<file path="src/rtl/noc_pkg.sv">
// Shared definitions for the NoC switch allocator: port numbering, widths,
// the per-output lock state and the round-robin index step.
package noc_pkg;

    localparam int NUM_PORTS = 5;
    localparam int PORT_W    = 3;

    // Port numbering used on every vector and index of the allocator.
    // PORT_W is taken by the index width, so west is spelled out.
    typedef enum logic [PORT_W-1:0] {
        PORT_N    = 3'd0,
        PORT_S    = 3'd1,
        PORT_E    = 3'd2,
        PORT_WEST = 3'd3,
        PORT_L    = 3'd4
    } port_e;

    // Per-output wormhole lock: idle (arbitrating) or held by one input.
    typedef enum logic {
        LOCK_IDLE = 1'b0,
        LOCK_HELD = 1'b1
    } lock_e;

    // Next port index, wrapping L back to N.
    function automatic logic [PORT_W-1:0] port_next(input logic [PORT_W-1:0] p);
        return (p >= 3'(PORT_L)) ? 3'(PORT_N) : (p + 3'd1);
    endfunction

endpackage

</file>
<file path="src/rtl/noc_switch_alloc_chk.sv">
// Protocol checks for the switch allocator: illegal head-flit destinations
// (out of range or U-turn) and credit returns beyond the buffer depth.
// Reported as warnings: the allocator tolerates both (never grants / saturates).
module noc_switch_alloc_chk
    import noc_pkg::*;
(
    input logic                        clk,
    input logic                        rst,
    input logic [NUM_PORTS-1:0]        req_valid_i,
    input logic [NUM_PORTS*PORT_W-1:0] req_dest_i,
    input logic [NUM_PORTS-1:0]        held_i,
    input logic [NUM_PORTS-1:0]        sat_ret_i
);

    // Sample every head flit and every credit return once per cycle.
    always_ff @(posedge clk) begin
        if (!rst) begin
            for (int i = 0; i < NUM_PORTS; i++) begin
                if (req_valid_i[i] && !held_i[i]) begin
                    assert ((req_dest_i[PORT_W*i +: PORT_W] < 3'(NUM_PORTS)) &&
                            (req_dest_i[PORT_W*i +: PORT_W] != 3'(i)))
                    else $warning("noc_switch_alloc: input %0d head has illegal destination %0d",
                                  i, req_dest_i[PORT_W*i +: PORT_W]);
                end
                assert (!sat_ret_i[i])
                else $warning("noc_switch_alloc: credit return on full output %0d", i);
            end
        end
    end

endmodule

</file>
<file path="src/rtl/rr_arbiter.sv">
// Five-request round-robin arbiter: picks the first asserted request
// searching ptr+1, ptr+2, ... (mod 5). Purely combinational.
module rr_arbiter
    import noc_pkg::*;
(
    input  logic [NUM_PORTS-1:0] req_i,
    input  logic [PORT_W-1:0]    ptr_i,
    output logic                 gnt_valid_o,
    output logic [PORT_W-1:0]    gnt_idx_o
);

    logic [PORT_W-1:0] cand_s;

    // Walk the five positions after the pointer and keep the first hit.
    always_comb begin
        gnt_valid_o = 1'b0;
        gnt_idx_o   = 3'd0;
        cand_s      = ptr_i;
        for (int k = 0; k < NUM_PORTS; k++) begin
            cand_s = port_next(cand_s);
            if (!gnt_valid_o && req_i[cand_s]) begin
                gnt_valid_o = 1'b1;
                gnt_idx_o   = cand_s;
            end else begin
                gnt_valid_o = gnt_valid_o;
            end
        end
    end

endmodule

</file>
<file path="src/rtl/noc_switch_alloc.sv">
// Switch allocator for one 5-port NoC router. Per output: wormhole lock,
// round-robin pointer and downstream credit counter. Grants, crossbar
// selects and queue pops are combinational from the current heads.
module noc_switch_alloc
    import noc_pkg::*;
#(
    parameter int CREDITS = 4
) (
    input  logic                        clk,
    input  logic                        rst,
    input  logic [NUM_PORTS-1:0]        req_valid_i,
    input  logic [NUM_PORTS*PORT_W-1:0] req_dest_i,
    input  logic [NUM_PORTS-1:0]        req_tail_i,
    input  logic [NUM_PORTS-1:0]        credit_return_i,
    output logic [NUM_PORTS-1:0]        pop_o,
    output logic [NUM_PORTS-1:0]        grant_access_o,
    output logic [NUM_PORTS*PORT_W-1:0] address_route_o
);

    localparam int CW = $clog2(CREDITS + 1);

    lock_e                             lock_q  [NUM_PORTS];
    lock_e                             lock_d  [NUM_PORTS];
    logic [NUM_PORTS-1:0][PORT_W-1:0]  owner_q, owner_d;
    logic [NUM_PORTS-1:0][PORT_W-1:0]  ptr_q, ptr_d;
    logic [NUM_PORTS-1:0][CW-1:0]      cred_q, cred_d;

    logic [NUM_PORTS-1:0]              held_s;
    logic [NUM_PORTS-1:0][NUM_PORTS-1:0] cand_s;
    logic [NUM_PORTS-1:0]              arb_vld_s;
    logic [NUM_PORTS-1:0][PORT_W-1:0]  arb_idx_s;
    logic [NUM_PORTS-1:0]              gnt_s;
    logic [NUM_PORTS-1:0][PORT_W-1:0]  sel_s;
    logic [NUM_PORTS-1:0]              sat_ret_s;

    // Arbitration candidates: free inputs heading here, no U-turn, credit available.
    always_comb begin
        held_s = '0;
        cand_s = '0;
        for (int o = 0; o < NUM_PORTS; o++) begin
            if (lock_q[o] == LOCK_HELD) begin
                held_s[owner_q[o]] = 1'b1;
            end else begin
                held_s = held_s;
            end
        end
        for (int o = 0; o < NUM_PORTS; o++) begin
            for (int i = 0; i < NUM_PORTS; i++) begin
                cand_s[o][i] = req_valid_i[i] &&
                               (req_dest_i[PORT_W*i +: PORT_W] == 3'(o)) &&
                               !held_s[i] && (i != o) && (cred_q[o] != '0);
            end
        end
    end

    for (genvar o = 0; o < NUM_PORTS; o++) begin : g_arb
        rr_arbiter u_arb (
            .req_i       (cand_s[o]),
            .ptr_i       (ptr_q[o]),
            .gnt_valid_o (arb_vld_s[o]),
            .gnt_idx_o   (arb_idx_s[o])
        );
    end

    // Per-output grant: a held output follows its owner, an idle one the arbiter.
    always_comb begin
        gnt_s = '0;
        sel_s = '0;
        for (int o = 0; o < NUM_PORTS; o++) begin
            if (lock_q[o] == LOCK_HELD) begin
                gnt_s[o] = req_valid_i[owner_q[o]] && (cred_q[o] != '0);
                sel_s[o] = gnt_s[o] ? owner_q[o] : 3'd0;
            end else begin
                gnt_s[o] = arb_vld_s[o];
                sel_s[o] = arb_vld_s[o] ? arb_idx_s[o] : 3'd0;
            end
        end
    end

    // Drive crossbar controls and pops; all quiet while reset is held.
    always_comb begin
        pop_o           = '0;
        grant_access_o  = '0;
        address_route_o = '0;
        if (rst) begin
            pop_o = '0;
        end else begin
            grant_access_o  = gnt_s;
            address_route_o = sel_s;
            for (int o = 0; o < NUM_PORTS; o++) begin
                if (gnt_s[o]) begin
                    pop_o[sel_s[o]] = 1'b1;
                end else begin
                    pop_o = pop_o;
                end
            end
        end
    end

    // Next lock, pointer and credit state for each output.
    always_comb begin
        lock_d    = lock_q;
        owner_d   = owner_q;
        ptr_d     = ptr_q;
        cred_d    = cred_q;
        sat_ret_s = '0;
        for (int o = 0; o < NUM_PORTS; o++) begin
            if (gnt_s[o] && (lock_q[o] == LOCK_IDLE)) begin
                ptr_d[o] = sel_s[o];
                if (!req_tail_i[sel_s[o]]) begin
                    lock_d[o]  = LOCK_HELD;
                    owner_d[o] = sel_s[o];
                end else begin
                    lock_d[o]  = LOCK_IDLE;
                end
            end else if (gnt_s[o] && req_tail_i[sel_s[o]]) begin
                lock_d[o] = LOCK_IDLE;
            end else begin
                lock_d[o] = lock_q[o];
            end
            case ({gnt_s[o], credit_return_i[o]})
                2'b10: cred_d[o] = cred_q[o] - CW'(1);
                2'b01: begin
                    if (cred_q[o] != CW'(CREDITS)) begin
                        cred_d[o] = cred_q[o] + CW'(1);
                    end else begin
                        sat_ret_s[o] = 1'b1;
                    end
                end
                default: cred_d[o] = cred_q[o];
            endcase
        end
    end

    // State registers with synchronous reset to idle, full credit, pointer at L.
    always_ff @(posedge clk) begin
        if (rst) begin
            for (int o = 0; o < NUM_PORTS; o++) begin
                lock_q[o]  <= LOCK_IDLE;
                owner_q[o] <= 3'd0;
                ptr_q[o]   <= 3'(PORT_L);
                cred_q[o]  <= CW'(CREDITS);
            end
        end else begin
            lock_q  <= lock_d;
            owner_q <= owner_d;
            ptr_q   <= ptr_d;
            cred_q  <= cred_d;
        end
    end

    noc_switch_alloc_chk u_chk (
        .clk         (clk),
        .rst         (rst),
        .req_valid_i (req_valid_i),
        .req_dest_i  (req_dest_i),
        .held_i      (held_s),
        .sat_ret_i   (sat_ret_s)
    );

endmodule

</file>
<file path="config.mk">
export PLATFORM = sky130hd
export DESIGN_NAME = noc_switch_alloc
export DESIGN_NICKNAME = d
export VERILOG_FILES = /design/src/rtl/noc_pkg.sv /design/src/rtl/noc_switch_alloc_chk.sv /design/src/rtl/rr_arbiter.sv /design/src/rtl/noc_switch_alloc.sv
export SDC_FILE = /design/constraint.sdc
export NUM_CORES = 1
export LEC_CHECK = 0
export CORE_ASPECT_RATIO = 0.9
export CORE_MARGIN = 5
export CORE_UTILIZATION = 29
export DETAILED_ROUTE_END_ITERATION = 8
export DONT_BUFFER_PORTS = 1
export PLACE_DENSITY_LB_ADDON = 0.1
export SLEW_MARGIN = 30
export SYNTH_ARGS = -nofsm -noshare
export SYNTH_HDL_FRONTEND = slang
export SYNTH_SLANG_ARGS = --single-unit
</file>
<file path="constraint.sdc">
create_clock -name clk -period 6.1 [get_ports clk]
set_clock_uncertainty 0.1 [all_clocks]
set_input_delay 0.61 -clock clk [delete_from_list [all_inputs] [get_ports clk]]
set_output_delay 0.61 -clock clk [all_outputs]
set_load 0.1 [all_outputs]
</file>
* Yosys cells after proc, flatten, opt, wreduce, memory -nomap -nowiden
Index checks and enable logic that the tools add are counted.
** Word-level totals
- Register bits :: 50
- Output and inout bits :: 25
- Bits of input ports :: 32
** Cells by class
- Order comparisons :: 70
- Add/sub/neg operators :: 35
- Equality and inequality tests :: 36
- Mux-type cells :: 227
- Bitwise logic cells :: 18
- Reduce and logical (&&, ||, !) cells :: 159
** Operators with widths (number)
- 2-to-1 mux 3 bit :: 70
- less-than comparator 3 x 4 -> 1 bit, second input constant :: 35
- binary-select mux 1 bit (select 3 bit) :: 35
- logical AND 1 bit :: 105
- adder 3 x 1 -> 3 bit, second input constant :: 30
- 2-to-1 mux 1 bit :: 90
- 2-to-1 mux 5 bit :: 16
- greater-or-equal comparator 3 bit, second input constant :: 25
- OR 5 bit :: 8
- demux 1 bit (select 3 bit) :: 10
- greater-or-equal comparator 3 x 1 -> 1 bit, second input constant :: 10
- case mux 3 bit (2 select lines) :: 5
- zero test 1 bit :: 25
- equality test 3 x 2 -> 1 bit, second input constant :: 8
- AND reduction 2 bit :: 10
- nonzero test 2 bit :: 10
- 2-to-1 mux 15 bit :: 1
- != test 3 bit, second input constant :: 5
- nonzero test 3 bit :: 5
- subtractor 3 x 1 -> 3 bit, second input constant :: 5
- equality test 3 x 1 -> 1 bit, second input constant :: 4
- equality test 3 bit, second input constant :: 4
- zero test 3 bit :: 4
- equality test 2 x 1 -> 1 bit, second input constant :: 5
- other kinds (3) :: 20

* Longest topological paths before layout
- Depth in word-level cells :: 51
- Mapped depth :: 26
- Depth with buffers taken out :: 26

* Hierarchy
From an unflattened synthesis, not the netlist that was laid out.
** Second synthesis, totals
- Cells, all modules :: 1157
- Area total of the unflattened synthesis :: 8436.8 um^2
** Modules (own cells, without submodules)
- noc_switch_alloc :: area each 4429.2 um^2, cells an instance 595, times used 1
- rr_arbiter (g_arb[0].u_arb ...) :: area each 827.0 um^2, cells an instance 116, times used 4
- rr_arbiter (g_arb[4].u_arb) :: area each 699.4 um^2, cells an instance 98, times used 1

* Least setup slack after synthesis
No wires, ideal clock.
- Kind :: register -> output
- Start point :: reg ptr_q[9] in the netlist's numbering
- End point :: out pop_o[0]
- Required time :: 5.390 ns
- Arrival :: 6.044 ns
- Stages on the path, launching flop included :: 22
- Setup slack :: -0.654 ns
- Buffers on the path :: 0
- Cell sequence :: dfxtp_1 -> inv_1 -> ha_1 -> nor2b_1 -> ha_1 -> and2_1 -> ha_1 -> o21ai_0 -> inv_1 -> ha_1 -> and2_1 -> ha_1 -> o211ai_1 -> a21oi_1 -> a311oi_1 -> o21ai_0 -> o21ai_0 -> a2bb2oi_1 -> a2bb2oi_2 -> nand2_2 -> o32a_1 -> a31oi_1
** Between the ends
- Longest elaborated chain between the ends :: 29
- Elaborated cells on any way between the ends :: 57
- Classes of those cells :: 5 x add/sub; 7 x order compare; 34 x mux; 2 x bitwise; 9 x reduce/logical
** RTL lines
- start, declared :: RTL line noc_switch_alloc.sv:25 : logic [NUM_PORTS-1:0][PORT_W-1:0] ptr_q, ptr_d;
- start signal, assigned by index :: RTL line noc_switch_alloc.sv:141 : ptr_q[o] <= 3'(PORT_L);
- start signal, assigned :: RTL line noc_switch_alloc.sv:147 : ptr_q <= ptr_d;
- adder 3 x 1 -> 3 bit or greater-or-equal comparator 3 bit (tied branches) :: RTL line noc_pkg.sv:26 : return (p >= 3'(PORT_L)) ? 3'(PORT_N) : (p + 3'd1);
- 2-to-1 mux 3 bit * :: RTL line noc_pkg.sv:26
- parallel branches: the longest is 22 deep, another holds adder 3 x 1 -> 3 bit
- 2-to-1 mux 5 bit * :: RTL line noc_switch_alloc.sv:91 : if (gnt_s[o]) begin
- 2-to-1 mux 5 bit * :: RTL line noc_switch_alloc.sv:85 : if (rst) begin
- OR 5 bit (no source line)
- 2-to-1 mux 5 bit * :: RTL line noc_switch_alloc.sv:91
- 2-to-1 mux 5 bit * :: RTL line noc_switch_alloc.sv:85
- end, declared :: RTL line noc_switch_alloc.sv:15 : output logic [NUM_PORTS-1:0] pop_o,
Mark *: on every way between the ends. The select of a mux whose other input is x is not followed.

* Worst setup path after layout
- Start point :: reg ptr_q[12] in the netlist's numbering
- End point :: out pop_o[1]
** Between the ends
- Longest elaborated chain between the ends :: 26
- Elaborated cells on any way between the ends :: 54
- Classes of those cells :: 5 x add/sub; 7 x order compare; 32 x mux; 1 x bitwise; 9 x reduce/logical
** RTL lines (RTL line)
- adder 3 x 1 -> 3 bit or greater-or-equal comparator 3 bit (tied branches) :: noc_pkg.sv:26
- 2-to-1 mux 3 bit * :: noc_pkg.sv:26
- parallel branches: the longest is 22 deep, another holds adder 3 x 1 -> 3 bit
- 2-to-1 mux 5 bit * :: noc_switch_alloc.sv:91
- 2-to-1 mux 5 bit * :: noc_switch_alloc.sv:85
Marked as above.

==> flow_summary.yaml <==
critical_path:
  criticalPathCategory: "reg -> out"
  critPathMostFrequentCell: "ha_1"
  crit_chain: "inv_1, ha_1, nand2_1, inv_1, ha_1, nand2_1, inv_1, ha_1, and2_1, ha_1, nor2b_4, ha_1, or3_1, a311o_1, a21o_1, o211a_1, a211o_1, nand2_4, a21oi_1, a21oi_1, a31oi_2, buf_12"
  cp_max_fo: 6
  cp.required_ps: 5390
  arrival_ps: 5180
  cp_slowest_cell: "or3_1"
  end_kind: "output pin"
  max_stage_delay_ps: 390
  start_kind: "flop"
outcome:
  status: "finished, final reports clean"
run:
  cap_viol_max_count: 0
sta:
  min_period_over_period_pct: 96.57
  finalMaxSlewViolations: 0
  hold_violations: 0
  fmax_mhz: 169.8
  finalSetupTns_ps: 0
  setup_viol_count_final: 0
  fin_crit_ps: 5891
  tightest_slew_ps: 1001
  maxSlewHeadroom_pct: 32.44
cells_and_area:
  n_antenna_cell: 0
  final_common_cell: "nand2_1"
  syn2layout_area_growth_pct: 14.59
  drive_above_1_share_pct: 17.39
  layout_common_cells: "nand2_1, nor2_1, inv_1, buf_4"
  fin_nets: 1104
synth:
  ys_seq_elements: 50
  synth_edf_count: 0
  synth.avg_cell_area_sq_um: 7.298
  synth_nets: 1083
  ys_seq_area_share_pct: 13.46
  synth_cell_types: 112
  async_reset_ff_share_pct: 0
  synthCells: 1019
  ys_warn_count: 0
  mappedNetlistArea_sq_mm: 0.007437
  ys.flop_type: "dfxtp_1"
die:
  initial_core_util_pct: 29.53
  die_x_um: 178.8
  die_y_um: 161.9
  io_pins: 57
  num_rows: 55
  die_area_sq_mm: 0.02895
  core_area_sq_mm: 0.02519
clock_tree:
  clock-root-buffer: "clkbuf_16"
  cts_num_sinks: 50
  clk_latency_ps: 310
  clock_path_buffers: 2
  cts_hold_buf: 0
  cts_buffers: 5
  clk_pin_slew_worst_paths_ps: 80
  cts_max_level: 2
  cts_tree: "built"
global_routing:
  grt_overflow: 0
  antenna_found_initial: 0
  grt_pass1_vias: 7547
  grtUsageTotal_pct: 19.30
  grt_pass1_wl_um: 44400
  grt_max_degree: 60
detailed_routing:
  postRouteAntennaNets: 0
  drt_first_pass_iters: 5
  avgRoutedWirePerCell_um: 20.94
  vias: 8232
  drtIter0Drc: 822
  vias_per_cell: 5.952
  totalWireLength_um: 28960
  drc: 0
placement:
  gp_congestion: 0.9113
  hpwl_um: 22700
  io_buffers: 0
min_path:
  min_path_type: "in -> reg"
[path summary, 6_finish.rpt]
path                            slack, ps  cells after the start   endpoint  startpoint
worst max-delay path                  210                     22   pop_o[1]   ptr_q[12]
worst min-delay path                  260                      1  cred_q[3]         rst
worst max register to register        450                     24  cred_q[5]    ptr_q[4]
worst min register to register        380                      2  ptr_q[10]   ptr_q[10]
[state kept, by name, indices dropped and copies added (netlist names)]
signal / count
cred_q: 15
owner_q: 15
ptr_q: 15
lock_q: 5
[metrics by stage]
stage / utilization, % / instances / worst slack [ps] / instance area [sq um] / hold WS (ps)
2_1_floorplan: - / 1019 / 6.088 / 7462 / 353.0
3_3_place_gp: 32.52 / 1373 / 312.8 / 8192 / 359.9
3_5_place_dp: 32.55 / 1373 / 242.2 / 8198 / 369.3
4_1_cts: 33.44 / 1381 / 23.30 / 8422 / 257.5
5_1_grt: 33.84 / 1383 / -7.161 / 8522 / 248.6
6_report: 33.84 / 1383 / 209.4 / 8522 / 260.3
[synthesized netlist by cell type, types with 7 or more instances]
| cell type | n | area [sq um] |
|---|---|---|
| dfxtp_1 | 50 | 1001 |
| and3_1 | 18 | 112.6 |
| nor3_1 | 31 | 155.2 |
| nor4_1 | 13 | 81.33 |
| nand3b_1 | 9 | 67.56 |
| or3_1 | 14 | 87.58 |
| a21oi_1 | 52 | 260.3 |
| nand2b_1 | 16 | 100.1 |
| a2111oi_0 | 7 | 61.31 |
| nor3b_1 | 8 | 60.06 |
| nand4b_1 | 8 | 70.07 |
| o211ai_1 | 12 | 90.09 |
| a41oi_1 | 8 | 70.07 |
| buf_2 | 14 | 70.07 |
| mux2i_1 | 14 | 140.1 |
| nand3_1 | 31 | 155.2 |
| a21o_1 | 15 | 112.6 |
| clkbuf_1 | 20 | 75.07 |
| nand2_1 | 80 | 300.3 |
| o21a_1 | 7 | 52.55 |
| or2_2 | 10 | 62.56 |
| and4_1 | 7 | 61.31 |
| o31ai_1 | 9 | 67.56 |
| nor2_1 | 95 | 356.6 |
| o22ai_1 | 9 | 56.30 |
| nor4b_1 | 8 | 70.07 |
| nor2b_1 | 24 | 150.1 |
| a211oi_1 | 13 | 97.59 |
| ha_1 | 27 | 337.8 |
| a22oi_1 | 7 | 52.55 |
| inv_1 | 68 | 255.2 |
| and2_1 | 23 | 143.9 |
| nand4_1 | 21 | 131.4 |
| a31oi_1 | 19 | 118.9 |
| o21ai_0 | 49 | 245.2 |
| o221ai_1 | 8 | 70.07 |
| and4bb_2 | 7 | 87.58 |
[worst max-delay path: cells and delay by family, from the launching register on]
kind / cells / cell delay, ps
fa+ha+maj: 5 / 1450
buf+inv: 4 / 400
simple gates: 6 / 1090
flops: 1 / 360
compound gates: 7 / 1560
[area by class of cell]
type	instances	area (sq um)
clock buffer	5	125.1
clock inverter	3	68.82
fill	2750	16660
inverter	69	259.0
multi-input combinational	857	6161
sequential	50	1002
tap	342	427.9
timing repair buffer	57	478.0
[logic make-up (layout without fill, tap and decap cells)]
kind of cell	Yosys count	in the layout	share of synthesized area, %
AND/OR/NAND/NOR	468	468	36.95
flip-flops	50	50	13.46
multiplexers	26	26	4.071
buffers and inverters	112	134	6.359
XOR/XNOR	8	8	0.9422
AO/OA/AOI/OAI	323	323	32.34
adder cells (fa/ha/maj)	32	32	5.888
[routing by layer]
metal  part of all wire [%]  wire (um)  track usage, %
met1                     49      14170           29.08
met4                    1.4        402           4.046
met5                      0          0               0
met2                     42      12240           28.62
met3                    7.4       2148           3.351
[timing repair]
action / in CTS / in global routing
pin swaps: 0 / 5
gates resized for setup: 6 / 21
setup endpoints to repair: 4 / 6
setup buffers: 0 / 2
Power is left out: the tool's default activity adds up to more than one toggle a clock period on the data nets, which glitch-free logic cannot reach.
